**src/rtl/pipe_ctrl_pkg.sv**
```systemverilog
// Shared pipeline-control definitions: stage indices, stall patterns, exception codes.
package pipe_ctrl_pkg;

  localparam int unsigned STAGE_NUM = 6;
  localparam int unsigned WORD_W    = 32;

  localparam int unsigned STAGE_PC  = 0;
  localparam int unsigned STAGE_IF  = 1;
  localparam int unsigned STAGE_ID  = 2;
  localparam int unsigned STAGE_EX  = 3;
  localparam int unsigned STAGE_MEM = 4;
  localparam int unsigned STAGE_WB  = 5;

  localparam logic STOP    = 1'b1;
  localparam logic NO_STOP = 1'b0;

  localparam logic [WORD_W-1:0] ZERO_WORD = '0;

  localparam logic [WORD_W-1:0] EXC_CODE_INT     = 32'h0000_0001;
  localparam logic [WORD_W-1:0] EXC_CODE_SYSCALL = 32'h0000_0008;
  localparam logic [WORD_W-1:0] EXC_CODE_INVALID = 32'h0000_000A;
  localparam logic [WORD_W-1:0] EXC_CODE_OV      = 32'h0000_000C;
  localparam logic [WORD_W-1:0] EXC_CODE_TRAP    = 32'h0000_000D;
  localparam logic [WORD_W-1:0] EXC_CODE_ERET    = 32'h0000_000E;

  localparam logic [WORD_W-1:0] EXC_VECTOR_DEF = 32'hBFC0_0380;
  localparam logic [WORD_W-1:0] ERET_CODE_DEF  = EXC_CODE_ERET;

  typedef logic [STAGE_NUM-1:0] stall_vec_t;

  localparam stall_vec_t STALL_NONE = 6'b000000;
  localparam stall_vec_t STALL_IF   = 6'b000011;
  localparam stall_vec_t STALL_ID   = 6'b000111;
  localparam stall_vec_t STALL_EX   = 6'b001111;
  localparam stall_vec_t STALL_MEM  = 6'b011111;
  localparam stall_vec_t STALL_ALL  = 6'b111111;

  typedef struct packed {
    logic mem;
    logic ex;
    logic id;
    logic fetch;
  } stall_req_t;

  // ERET returns to EPC; every other exception enters the common vector.
  function automatic logic [WORD_W-1:0] redirect_target(
    input logic [WORD_W-1:0] excepttype,
    input logic [WORD_W-1:0] epc,
    input logic [WORD_W-1:0] eret_code,
    input logic [WORD_W-1:0] vector
  );
    return (excepttype == eret_code) ? epc : vector;
  endfunction

endpackage

```
**src/rtl/pipe_stall_merge.sv**
```systemverilog
// Priority encoder of per-stage stall requests into the shared stall vector.
module pipe_stall_merge
  import pipe_ctrl_pkg::*;
(
  input  stall_req_t req_i,
  output stall_vec_t stall_c_o
);

  // The deepest requesting stage freezes itself and everything upstream.
  always_comb begin
    stall_c_o = STALL_NONE;
    if (req_i.mem) begin
      stall_c_o = STALL_MEM;
    end else if (req_i.ex) begin
      stall_c_o = STALL_EX;
    end else if (req_i.id) begin
      stall_c_o = STALL_ID;
    end else if (req_i.fetch) begin
      stall_c_o = STALL_IF;
    end
  end

endmodule

```
**src/rtl/pipe_ctrl.sv**
```systemverilog
// Pipeline sequencer: stall merge plus freeze-then-flush exception/ERET redirect.
// Optional performance counters are enabled with `define PIPE_CTRL_PERF_EN.
module pipe_ctrl
  import pipe_ctrl_pkg::*;
#(
  parameter logic [31:0] EXC_VECTOR = EXC_VECTOR_DEF,
  parameter logic [31:0] ERET_CODE  = ERET_CODE_DEF
) (
  input  logic        clk,
  input  logic        resetn,
  input  logic        stallreq_if_i,
  input  logic        stallreq_id_i,
  input  logic        stallreq_ex_i,
  input  logic        stallreq_mem_i,
  input  logic [31:0] excepttype_i,
  input  logic [31:0] cp0_epc_i,
  output logic [5:0]  stall_o,
  output logic        flush_o,
  output logic [31:0] new_pc_o,
  output logic        busy_o
`ifdef PIPE_CTRL_PERF_EN
  ,
  output logic [31:0] perf_stall_cyc_o,
  output logic [31:0] perf_flush_cnt_o
`endif
);

  typedef enum logic [1:0] {
    ST_RUN    = 2'd0,
    ST_FREEZE = 2'd1,
    ST_FLUSH  = 2'd2
  } state_e;

  state_e             state_q;
  logic [WORD_W-1:0]  target_q;
  logic [WORD_W-1:0]  target_d;
  logic               exc_hit_c;
  stall_req_t         req_c;
  stall_vec_t         merged_stall_c;

  always_comb begin
    req_c.mem   = stallreq_mem_i;
    req_c.ex    = stallreq_ex_i;
    req_c.id    = stallreq_id_i;
    req_c.fetch = stallreq_if_i;
  end

  pipe_stall_merge u_stall_merge (
    .req_i     (req_c),
    .stall_c_o (merged_stall_c)
  );

  assign exc_hit_c = (excepttype_i != ZERO_WORD);
  assign target_d  = redirect_target(excepttype_i, cp0_epc_i, ERET_CODE, EXC_VECTOR);

  // Exceptions freeze the whole pipe; the flush cycle releases it so flush is never paired with stall.
  always_comb begin
    stall_o = STALL_NONE;
    if (resetn) begin
      unique case (state_q)
        ST_RUN:    stall_o = exc_hit_c ? STALL_ALL : merged_stall_c;
        ST_FREEZE: stall_o = STALL_ALL;
        ST_FLUSH:  stall_o = STALL_NONE;
        default:   stall_o = STALL_NONE;
      endcase
    end
  end

  // Target is latched only on detection, so later EPC/excepttype changes are ignored.
  always_ff @(posedge clk) begin
    if (!resetn) begin
      state_q  <= ST_RUN;
      target_q <= ZERO_WORD;
      flush_o  <= 1'b0;
      new_pc_o <= ZERO_WORD;
      busy_o   <= 1'b0;
    end else begin
      unique case (state_q)
        ST_RUN: begin
          flush_o <= 1'b0;
          if (exc_hit_c) begin
            target_q <= target_d;
            state_q  <= ST_FREEZE;
            busy_o   <= 1'b1;
          end
        end
        ST_FREEZE: begin
          state_q  <= ST_FLUSH;
          flush_o  <= 1'b1;
          new_pc_o <= target_q;
          busy_o   <= 1'b1;
        end
        ST_FLUSH: begin
          state_q <= ST_RUN;
          flush_o <= 1'b0;
          busy_o  <= 1'b0;
        end
        default: begin
          state_q <= ST_RUN;
          flush_o <= 1'b0;
          busy_o  <= 1'b0;
        end
      endcase
    end
  end

`ifdef PIPE_CTRL_PERF_EN
  logic [31:0] perf_stall_cyc_d;
  logic [31:0] perf_flush_cnt_d;

  // Both counters wrap naturally at 32 bits.
  always_comb begin
    perf_stall_cyc_d = perf_stall_cyc_o;
    perf_flush_cnt_d = perf_flush_cnt_o;
    if ((state_q == ST_RUN) && (stall_o != STALL_NONE)) begin
      perf_stall_cyc_d = perf_stall_cyc_o + 32'd1;
    end
    if (state_q == ST_FREEZE) begin
      perf_flush_cnt_d = perf_flush_cnt_o + 32'd1;
    end
  end

  always_ff @(posedge clk) begin
    if (!resetn) begin
      perf_stall_cyc_o <= 32'd0;
      perf_flush_cnt_o <= 32'd0;
    end else begin
      perf_stall_cyc_o <= perf_stall_cyc_d;
      perf_flush_cnt_o <= perf_flush_cnt_d;
    end
  end
`endif

endmodule

```
**config.mk**
```make
export PLATFORM = sky130hd
export DESIGN_NAME = pipe_ctrl
export DESIGN_NICKNAME = d
export VERILOG_FILES = /design/src/rtl/pipe_ctrl_pkg.sv /design/src/rtl/pipe_stall_merge.sv /design/src/rtl/pipe_ctrl.sv
export SDC_FILE = /design/constraint.sdc
export NUM_CORES = 1
export LEC_CHECK = 0
export CAP_MARGIN = 20
export CORE_UTILIZATION = 35
export DETAILED_ROUTE_END_ITERATION = 12
export PLACE_DENSITY = 0.77
export SLEW_MARGIN = 10
export SYNTH_ARGS = -nofsm -noshare
export SYNTH_HDL_FRONTEND = slang
export SYNTH_SLANG_ARGS = --single-unit
export TNS_END_PERCENT = 5
```
**constraint.sdc**
```tcl
create_clock -name clk -period 1.7 [get_ports clk]
set_clock_uncertainty 0.15 [all_clocks]
set_input_delay 0.255 -clock clk [delete_from_list [all_inputs] [get_ports clk]]
set_output_delay 0.255 -clock clk [all_outputs]
set_load 0.1 [all_outputs]
```
==> summary.md, run 1 <==
| Metric | Value |
|---|---|
| Worst r2r src | `state_q[1]` |
| Clock latency on the worst-skew pair | `roughly 340 ps` |
| Num CTS Buffers | `9` |
| Leakage | `about 2.0 nW` |
| Cells on worst reg2reg path | `4` |
| R2r setup slk | `around 70 ps` |
| Switch share | `between 20 and 30%` |
| Worst hold path type | `in2reg` |
| Worst hold start | `resetn` |
| Post-synth cell types | `26` |
| First-pass GRT wire length | `13800 µm` |
| GPL Wtd Cong | `0.773` |
| Die W | `93.7 µm` |
| Commonest non-fill, non-tap cell in the layout | `dfxtp_1` |
| Detailed-route via count | `3065` |
| Clock tree from TritonCTS | `yes` |
| Element type at the critical path end | `output port` |
| Ys Warns | `0` |
| RSZ-0062 raised after global routing | `yes` |
| Worst-Margin Slew | `between 400 and 500 ps` |
| Final Power | `between 3 and 4 mW` |
| Die height | `about 94 µm` |
| CTS root buf | `clkbuf_8` |
| Net Count, Synth | `between 400 and 500` |
| Fin crit share | `111%` |
| VDD IR max | `~0.47 mV` |
| Final Slew Violations | `0` |
| Global Route Usage Sum | `between 20% and 30%` |
| Seq pwr share | `42.8%` |
| Main synth FF type | `dfxtp_1` |
| Residual DRC | `0` |
| Status | `complete, but fails checks` |
| # rows | `33` |
| IO Pins | `110` |
| Final ANT Viol Nets | `0` |
| Failing checks | `setup timing` |
| Pwr/cell area | `between 800 and 900 mW/mm²` |
| # setup viols final | `6` |
| Die Area | `slightly below 0.009 mm²` |
| Final hold viol count | `0` |
| Core area | `between 0.008 and 0.009 mm²` |
| Gate Count Post-Synth | `350` |
| Fin worst setup slack | `-181 ps` |
| Sequential area share after synthesis | `46.3%` |
| Peak Freq | `approximately 530 MHz` |
| Clock power frac | `between 30% and 40%` |
| HPWL Detailed | `about 6100 µm` |
| Most frequent cells in the layout | `dfxtp_1 (67), nand2_1 (64), nand3_1 (61), buf_12 (43), clkdlybuf4s50_1 (35)` |
| Critical Path RT | `1290 ps` |
| Synth async-reset ratio | `0%` |
| Fin crit period | `~1900 ps` |
| Post-CTS Hold Fix Bufs | `0` |
| Drt pass-1 iters | `5` |
| Worst Hold Path EP | `busy_o` |
| DP Area | `~0.0047 mm²` |
| Synth-to-Final Area Change | `66.8%` |
| Switch Pwr | `1.07 mW` |
| Vias in the first global route | `approximately 2900` |
| Clock sinks | `just under 70` |
| Initial Util | `36.0%` |
| Antenna diodes | `0` |
| Post-route cell area | `0.00491 mm²` |
| Seq cells post-synth | `68` |
| Total gr overflow | `0` |
| Syn Area/Cell | `approximately 8.4 µm²` |
| Initial antenna violation count | `0` |
| P_int | `~2.9 mW` |
| Slew HR | `a little under three quarters` |
| Synth Cell Area | `a little under 0.003 mm²` |
| Worst-path clk slew | `70 ps` |
| DRT iter0 DRCs | `120` |
| Worst hold stages | `3` |
| Logic pwr share | `between 20% and 30%` |
| CP startpoint kind | `primary input` |
| Clock Path Buffers | `2` |
| Worst Path Arrival | `1480 ps` |
| Wire length per cell | `between 10 and 15 µm` |
| MaxCap Viol Count | `0` |
| H-tree level count | `3` |
| DRT Wirelength | `approximately 8500 µm` |
| DR vias/cell | `5.37` |
| Final Net Count | `around 530` |
| Layout cell share with drive strength beyond 1 | `about a quarter` |
| R2r endpoint | `target_q[28]` |
| Crit path kind | `in2out` |
| # port buffers | `approximately 110` |
| Largest net degree at the start of global routing | `between 80 and 90` |
| EDFF count, synth | `0` |
| Worst-path maximum fanout | `2` |
worst max-delay path, cell delays in order:
cell and delay (ps):
clkdlybuf4s50_1 510, nor4_2 60, buf_4 150, a41oi_4 280, buf_12 210
state kept, by name (all words and copies together) (netlist names):
register and flops:
new_pc_o 32, busy_o 1, target_q 32, flush_o 1, state_q 2
metal layers:
layer / share of wire (%) / global-route usage, % / wire length, µm / up-vias
li1: - / - / - / 1475
met1: 40 / 24.9 / 3450 / 1442
met2: 51 / 34.4 / 4360 / 139
met3: 7.1 / 5.02 / 609 / 9
met4: 1.4 / 7.44 / 119 / 0
met5: 0 / 0 / 0 / -
kinds of logic after synthesis:
logic type,after synthesis,share of synthesized area [%]
compound gates,51,14.8
simple gates,192,32.7
buf+inv,39,6.21
flops,68,46.3
cell usage after synthesis (3+ instances only):
library cell | number | share of area (%)
nor4_1 | 7 | 1.5
and3_1 | 20 | 4.3
buf_4 | 3 | 0.77
nor2_1 | 8 | 1.0
nand3_1 | 61 | 10
o221a_1 | 12 | 4.6
a21boi_1 | 32 | 8.2
nand4_1 | 21 | 4.5
buf_2 | 14 | 2.4
nand2_1 | 64 | 8.2
dfxtp_1 | 68 | 46
clkbuf_1 | 17 | 2.2
a31oi_1 | 5 | 1.1
power by group through the flow:
stage / sequential, mW / combinational (mW) / clock (mW)
2_1_floorplan: 1.86 / 0.287 / 0
3_3_place_gp: 1.72 / 0.805 / 0
3_5_place_dp: 1.72 / 0.816 / 0
4_1_cts: 1.69 / 0.808 / 1.47
5_1_grt: 1.69 / 0.850 / 1.53
6_report: 1.69 / 0.811 / 1.44
final cells by class:
cell class                 count  area [µm²]
clock inverter                 4        72.6
multi-input combinational    243        1500
fill                         704        3270
clock buffer                  12         145
sequential                    68        1360
timing repair buffer         137        1680
tap                          105         131
inverter                       2        7.51
metrics by stage:
step	cells	TNS (ps)	setup slack (ps)	utilization, %	hold WS [ps]
2_1_floorplan	350	-2300	-525	-	266
3_3_place_gp	550	-16920	-511	56.9	291
3_5_place_dp	550	-18930	-580	56.9	303
4_1_cts	571	-867	-190	59.7	139
5_1_grt	571	-1390	-224	60.0	152
6_report	571	-789	-181	60.0	156
repair_timing:
item / 4_1_cts / 5_1_grt
pin swaps: 16 / 8
endpoints found under the setup margin: 35 / 25
gates resized for setup: 82 / 10
gates cloned: 1 / 0
setup buffers: 4 / 0
worst max-delay path by stage:
stage | from | to | slack (ps) | cells after the start
3_5_place_dp | excepttype_i[22] | target_q[28] | -580 | 6
3_3_place_gp | excepttype_i[22] | stall_o[1] | -510 | 6
6_report | stallreq_ex_i | stall_o[1] | -180 | 5
5_1_grt | excepttype_i[4] | stall_o[0] | -220 | 6
2_1_floorplan | excepttype_i[10] | stall_o[1] | -530 | 7
4_1_cts | state_q[0] | stall_o[1] | -190 | 4
No activity file was read; power rests on OpenSTA's default activity.
==> run 2: changes to the inputs <==
--- a/config.mk
+++ b/config.mk
@@ -8,8 +8,8 @@
 export CAP_MARGIN = 20
 export CORE_UTILIZATION = 35
 export DETAILED_ROUTE_END_ITERATION = 12
-export PLACE_DENSITY = 0.77
-export SLEW_MARGIN = 10
+export PLACE_DENSITY = 0.75
+export SLEW_MARGIN = 20
 export SYNTH_ARGS = -nofsm -noshare
 export SYNTH_HDL_FRONTEND = slang
 export SYNTH_SLANG_ARGS = --single-unit
==> constraint.sdc (replaced) <==
create_clock -name clk -period 2.1 [get_ports clk]
set_clock_uncertainty 0.15 [all_clocks]
set_input_delay 0.315 -clock clk [delete_from_list [all_inputs] [get_ports clk]]
set_output_delay 0.315 -clock clk [all_outputs]
set_load 0.1 [all_outputs]
==> summary.md, run 2 (same netlist as run 1, synthesis figures left out) <==
| Metric | Value |
|---|---|
| Delay-heaviest family, CP | `simple AND/OR/NAND/NOR gates` |
| Fin crit share | `between 90 and 100%` |
| Vias in the first global route | `2821 (-3.7%)` |
| DP Area | `0.00418 mm² (-10%)` |
| Slew HR | `72.3% (+0.35 points)` |
| CP startpoint kind | `primary input` |
| Die height | `93.7 µm (unchanged)` |
| Most frequent cells in the layout | `dfxtp_1 (67), nand2_1 (64), nand3_1 (61), buf_4 (47), clkdlybuf4s50_1 (39)` |
| Clock tree from TritonCTS | `yes` |
| Register area | `0.00136 mm² (unchanged)` |
| Layout cell share with drive strength beyond 1 | `19.8% (-5.7 points)` |
| Final hold viol count | `0 (unchanged)` |
| Final Net Count | `519 (-2.3%)` |
| Worst hold stages | `3 (unchanged)` |
| Final ANT Viol Nets | `0 (unchanged)` |
| Cells on worst reg2reg path | `5 (+1)` |
| # setup viols final | `0 (-6)` |
| DRT iter0 DRCs | `125 (+4.2%)` |
| Status | `finished clean` |
| Post-Place Cells | `542 (-1.5%)` |
| Total gr overflow | `0 (unchanged)` |
| Leakage | `1.76 nW (-9.9%)` |
| Post-CTS Hold Fix Bufs | `0 (unchanged)` |
| M2 GR Usage | `31.9% (-2.6 points)` |
| Global Route Usage Sum | `19.0% (-1.3 points)` |
| Fin util | `53.4% (-6.6 points)` |
| Final Power | `2.95 mW (-25%)` |
| First-pass GRT wire length | `13000 µm (-5.9%)` |
| Biggest regs | `new_pc_o (32), target_q (32), state_q (2)` |
| Peak Freq | `489 MHz` |
| Crit path largest cell delay | `270 ps (-240 ps)` |
| Die Area | `0.00878 mm² (unchanged)` |
| Element type at the critical path end | `output port` |
| Synth-to-Final Area Change | `48.5%` |
| Cell Chain, Critical Path | `clkdlybuf4s15_1, nor4_1, and4_1, and2_4, a41oi_4, buf_12` |
| Clock latency on the worst-skew pair | `340 ps (about the same)` |
| Worst-path maximum fanout | `6 (+4)` |
| Fin crit period | `2050 ps` |
| Critical Path RT | `1630 ps (+340 ps)` |
| Instance count on the critical path | `6 (+1)` |
| Worst path slowest cell | `nor4_1` |
| Filler Cells Inserted | `772 (+9.7%)` |
| Core area | `0.00818 mm² (unchanged)` |
| GPL Wtd Cong | `0.767 (-0.81%)` |
| Num CTS Buffers | `9 (unchanged)` |
| RSZ-0062 raised after global routing | `no` |
| Initial antenna violation count | `0 (unchanged)` |
| Multi-input gate area | `0.00148 mm² (-1.4%)` |
| Final Slew Violations | `0 (unchanged)` |
| Crit path kind | `in2out` |
| Residual DRC | `0 (unchanged)` |
| Post-route cell area | `0.00437 mm² (-11%)` |
| GR Util met1 | `22.4% (-2.5 points)` |
| IO Pins | `110 (unchanged)` |
| GRT busiest layer | `met2` |
| Pwr/cell area | `674 mW/mm² (-16%)` |
| HPWL Detailed | `5400 µm (-12%)` |
| Worst-path clk slew | `80 ps (about the same)` |
| Detailed-route via count | `2937 (-4.2%)` |
| # rows | `33 (unchanged)` |
| Crit path buf inv count | `2 (-1)` |
| Commonest non-fill, non-tap cell in the layout | `dfxtp_1` |
| Clock sinks | `68 (unchanged)` |
| DRT Wirelength | `8030 µm (-5.9%)` |
| Largest net degree at the start of global routing | `87 (unchanged)` |
| Worst-Margin Slew | `415 ps (-5.20 ps)` |
| Antenna diodes | `0 (unchanged)` |
| MaxCap Viol Count | `0 (unchanged)` |
| Worst Path Arrival | `1580 ps (+100 ps)` |
| Wire length per cell | `14.4 µm (-3.9%)` |
| H-tree level count | `3 (unchanged)` |
| Worst hold path type | `in2reg` |
| Final hold slack | `266 ps (+110 ps)` |
| Clock Path Buffers | `2 (unchanged)` |
| Drt pass-1 iters | `5 (unchanged)` |
| Die W | `93.7 µm (unchanged)` |
| # port buffers | `109 (unchanged)` |
| CTS root buf | `clkbuf_8` |
| VDD IR max | `0.294 mV (-37%)` |
| Initial Util | `36.0% (unchanged)` |
| DR vias/cell | `5.25 (-2.1%)` |
| Met3 usage | `5.10% (+0.081 points)` |
| Post-Layout Cell Count | `559 (-2.1%)` |
-- run 2: changes by cell type in the layout (fill, tap and decap cells not counted), moves of 2 or more --
cell,before,now
buf_12,43,9
buf_2,15,1
buf_4,24,47
buf_6,4,0
bufinv_16,2,0
clkdlybuf4s15_1,7,15
clkdlybuf4s50_1,35,39
dlygate4sd2_1,6,13
-- run 2: path summary, 6_finish.rpt --
path / end / from / slack, ps
max: stall_o[0] / excepttype_i[31] / 50
min reg2reg: new_pc_o[15] / new_pc_o[15] / 300
max reg2reg: target_q[31] / state_q[0] / 490
min: flush_o / resetn / 270
-- run 2: worst register-to-register path, cell delays in order, from the launching register on --
cell	delay, ps
dfxtp_2	360
or2_1	310
nor2_1	190
nand3_2	110
buf_12	160
o221a_1	220
-- run 2: timing repair --
action	in CTS	in global routing
pin swaps	11	10
buffers inserted	2	0
endpoints found under the hold margin	0	0
endpoints found under the setup margin	6	6
gates resized for setup	36	17
-- run 2: through the flow --
step / setup slack [ps] / setup TNS [ps]
6_report: 54.5 / 0
4_1_cts: 4.17 / 0
3_3_place_gp: -221 / -4740
2_1_floorplan: -318 / -1080
5_1_grt: 0.332 / 0
3_5_place_dp: -273 / -6590
-- run 2: where the power goes --
| group | internal (mW) | switching (mW) |
|---|---|---|
| Combinational | 0.223 | 0.360 |
| Sequential | 1.33 | 0.0256 |
| Clock | 0.500 | 0.505 |
-- run 2: final cells by class --
type / count / area share, %
multi-input combinational: 243 / 33.9
sequential: 68 / 31.2
timing repair buffer: 125 / 27.4
clock buffer: 12 / 3.55
tap: 105 / 3.01
clock inverter: 4 / 0.745
inverter: 2 / 0.172
-- run 2: per-layer routing --
metal	routed length [µm]	vias up
li1	-	1444
met1	3420	1362
met2	3850	118
met3	611	13
met4	157	0
met5	0	-
==> run 3: changes to the inputs <==
--- a/config.mk
+++ b/config.mk
@@ -5,7 +5,8 @@
 export SDC_FILE = /design/constraint.sdc
 export NUM_CORES = 1
 export LEC_CHECK = 0
-export CAP_MARGIN = 20
+export CAP_MARGIN = 5
+export CORE_MARGIN = 8
 export CORE_UTILIZATION = 35
 export DETAILED_ROUTE_END_ITERATION = 12
 export PLACE_DENSITY = 0.75
==> summary.md, run 3 (same netlist as run 1, synthesis figures left out) <==
| Metric | Value |
|---|---|
| Crit path kind | `reg2out` |
| GRT busiest layer | `met2` |
| Biggest regs | `new_pc_o (32), target_q (32), state_q (2)` |
| Die height | `108 µm (+15%)` |
| Drt pass-1 iters | `4 (-1)` |
| Detailed-route via count | `2954 (+0.58%)` |
| Wire length per cell | `15.9 µm (+11%)` |
| Leakage | `1.81 nW (+2.6%)` |
| RSZ-0062 raised after global routing | `yes` |
| Slew HR | `69.5% (-2.8 points)` |
| CTS root buf | `clkbuf_8` |
| Final Power | `3.17 mW (+7.7%)` |
| DRT Wirelength | `8920 µm (+11%)` |
| VDD IR max | `0.429 mV (+46%)` |
| # port buffers | `109 (unchanged)` |
| Pre-CTS setup slack | `-278 ps (-4.82 ps)` |
| Vias in the first global route | `2912 (+3.2%)` |
| Post-CTS Hold Fix Bufs | `0 (unchanged)` |
| P_int | `2.29 mW (+11%)` |
| Status | `finished clean` |
| DRT iter0 DRCs | `218 (+74%)` |
| # rows | `33 (unchanged)` |
| Residual DRC | `0 (unchanged)` |
| Layout cell share with drive strength beyond 1 | `20.4% (+0.57 points)` |
| MaxCap Viol Count | `0 (unchanged)` |
| First-pass GRT wire length | `14200 µm (+9.5%)` |
| Final ANT Viol Nets | `0 (unchanged)` |
| # setup viols final | `0 (unchanged)` |
| Clock power frac | `38.7% (+4.6 points)` |
| HPWL Detailed | `6220 µm (+15%)` |
| Most frequent cells in the layout | `dfxtp_1 (68), nand2_1 (64), nand3_1 (61), buf_4 (50), clkdlybuf4s50_1 (38)` |
| Num CTS Buffers | `9 (unchanged)` |
| Die W | `108 µm (+15%)` |
| Element type at the critical path end | `output port` |
| Seq pwr share | `42.8% (-3.3 points)` |
| Pwr/cell area | `717 mW/mm² (+6.3%)` |
| Switch share | `27.8% (-2.4 points)` |
| Worst-path maximum fanout | `7 (+1)` |
| CP startpoint kind | `flip-flop` |
| Fin worst setup slack | `28.0 ps (-26.5 ps)` |
| Met3 usage | `5.99% (+0.89 points)` |
| Initial antenna violation count | `0 (unchanged)` |
| Clock latency on the worst-skew pair | `340 ps (about the same)` |
| Initial Util | `36.0% (unchanged)` |
| Final Net Count | `521 (+0.39%)` |
| Die Area | `0.0116 mm² (+32%)` |
| Logic pwr share | `18.5% (-1.3 points)` |
| Cell Chain, Critical Path | `nor4_2, buf_4, a41oi_4, buf_12` |
| Total gr overflow | `0 (unchanged)` |
| Synth-to-Final Area Change | `50.5%` |
| Antenna diodes | `0 (unchanged)` |
| Crit path largest cell delay | `510 ps (+240 ps)` |
| Clock Path Buffers | `2 (unchanged)` |
| Worst-Margin Slew | `458 ps (+42.6 ps)` |
| Critical Path RT | `1630 ps (about the same)` |
| Worst Path Arrival | `1610 ps (+30 ps)` |
| Worst path slowest cell | `dfxtp_1` |
| Final hold viol count | `0 (unchanged)` |
| Fin crit period | `2070 ps (+26.5 ps)` |
| Final Slew Violations | `0 (unchanged)` |
| Global Route Usage Sum | `15.1% (-3.9 points)` |
| Commonest non-fill, non-tap cell in the layout | `dfxtp_1` |
| Core area | `0.00818 mm² (unchanged)` |
| GR Util met1 | `18.0% (-4.4 points)` |
| Peak Freq | `483 MHz (-1.3%)` |
| Delay-heaviest family, CP | `flip-flops` |
| H-tree level count | `3 (unchanged)` |
| M2 GR Usage | `23.4% (-8.4 points)` |
| GPL Wtd Cong | `0.758 (-1.2%)` |
| IO Pins | `110 (unchanged)` |
| Worst-path clk slew | `80 ps (about the same)` |
| Worst hold path type | `in2reg` |
| Largest net degree at the start of global routing | `87 (unchanged)` |
| Clock sinks | `68 (unchanged)` |
| Switch Pwr | `0.884 mW (-0.82%)` |
| Fin crit share | `98.7% (+1.3 points)` |
| Clock tree from TritonCTS | `yes` |
| Crit path buf inv count | `2 (unchanged)` |
| DR vias/cell | `5.27 (+0.22%)` |
## run 3: cell count changes in the layout (fill, tap and decap cells not counted), sizes merged
cell           change
dlygate4sd2        +7
clkdlybuf4s15      -6
buf                +2
bufinv             +2
clkbuf             -2
clkdlybuf4s50      -1
dlymetal6s2s       +1
inv                -1
## run 3: power groups by stage
stage | registers [mW] | logic, mW | clock network (mW)
2_1_floorplan | 1.50 | 0.229 | 0
3_3_place_gp | 1.39 | 0.594 | 0
3_5_place_dp | 1.39 | 0.599 | 0
4_1_cts | 1.36 | 0.586 | 1.26
5_1_grt | 1.36 | 0.620 | 1.31
6_report | 1.36 | 0.587 | 1.23
## run 3: cell type report
| cell class | count | area (µm²) |
|---|---|---|
| Fill cell | 777 | 3750 |
| Clock inverter | 5 | 83.8 |
| Sequential cell | 68 | 1360 |
| Tap cell | 105 | 131 |
| Inverter | 2 | 7.51 |
| Timing Repair Buffer | 127 | 1200 |
| Multi-Input combinational cell | 243 | 1490 |
| Clock buffer | 11 | 151 |
## run 3: through the flow
step / hold WS [ps] / setup TNS (ps) / util, % / cell area, µm² / instances
detailed placement: 292 / -6960 / 51.0 / 4170 / 543
CTS: 305 / 0 / 53.7 / 4390 / 560
global route: 311 / -64.9 / 54.2 / 4430 / 561
finish: 280 / 0 / 54.2 / 4430 / 561
floorplan: 281 / -1080 / - / 3000 / 350
global placement: 286 / -5070 / 51.0 / 4170 / 543
## run 3: timing repair
| action | CTS | global route |
|---|---|---|
| endpoints found under the setup margin | 6 | 6 |
| pin swaps | 12 | 6 |
| setup buffers | 2 | 1 |
| resized for setup | 40 | 7 |
| gates cloned | 0 | 0 |
## run 3: path summary, 6_finish.rpt
| kind | startpoint | end | slack [ps] | cells past startpoint |
|---|---|---|---|---|
| worst min register to register | target_q[8] | new_pc_o[8] | 300 | 2 |
| worst max-delay path | state_q[0] | stall_o[1] | 30 | 4 |
| worst max register to register | state_q[0] | target_q[28] | 460 | 5 |
| worst min-delay path | resetn | busy_o | 280 | 3 |
## run 3: worst min-delay path: stages
cell and delay, ps:
buf_2 130, nand2b_2 210, a31oi_1 60
## run 3: routing by layer
layer / share of wire [%] / up-vias
li1: - / 1454
met1: 42 / 1355
met2: 46 / 135
met3: 11 / 10
met4: 1.5 / 0
met5: 0 / -
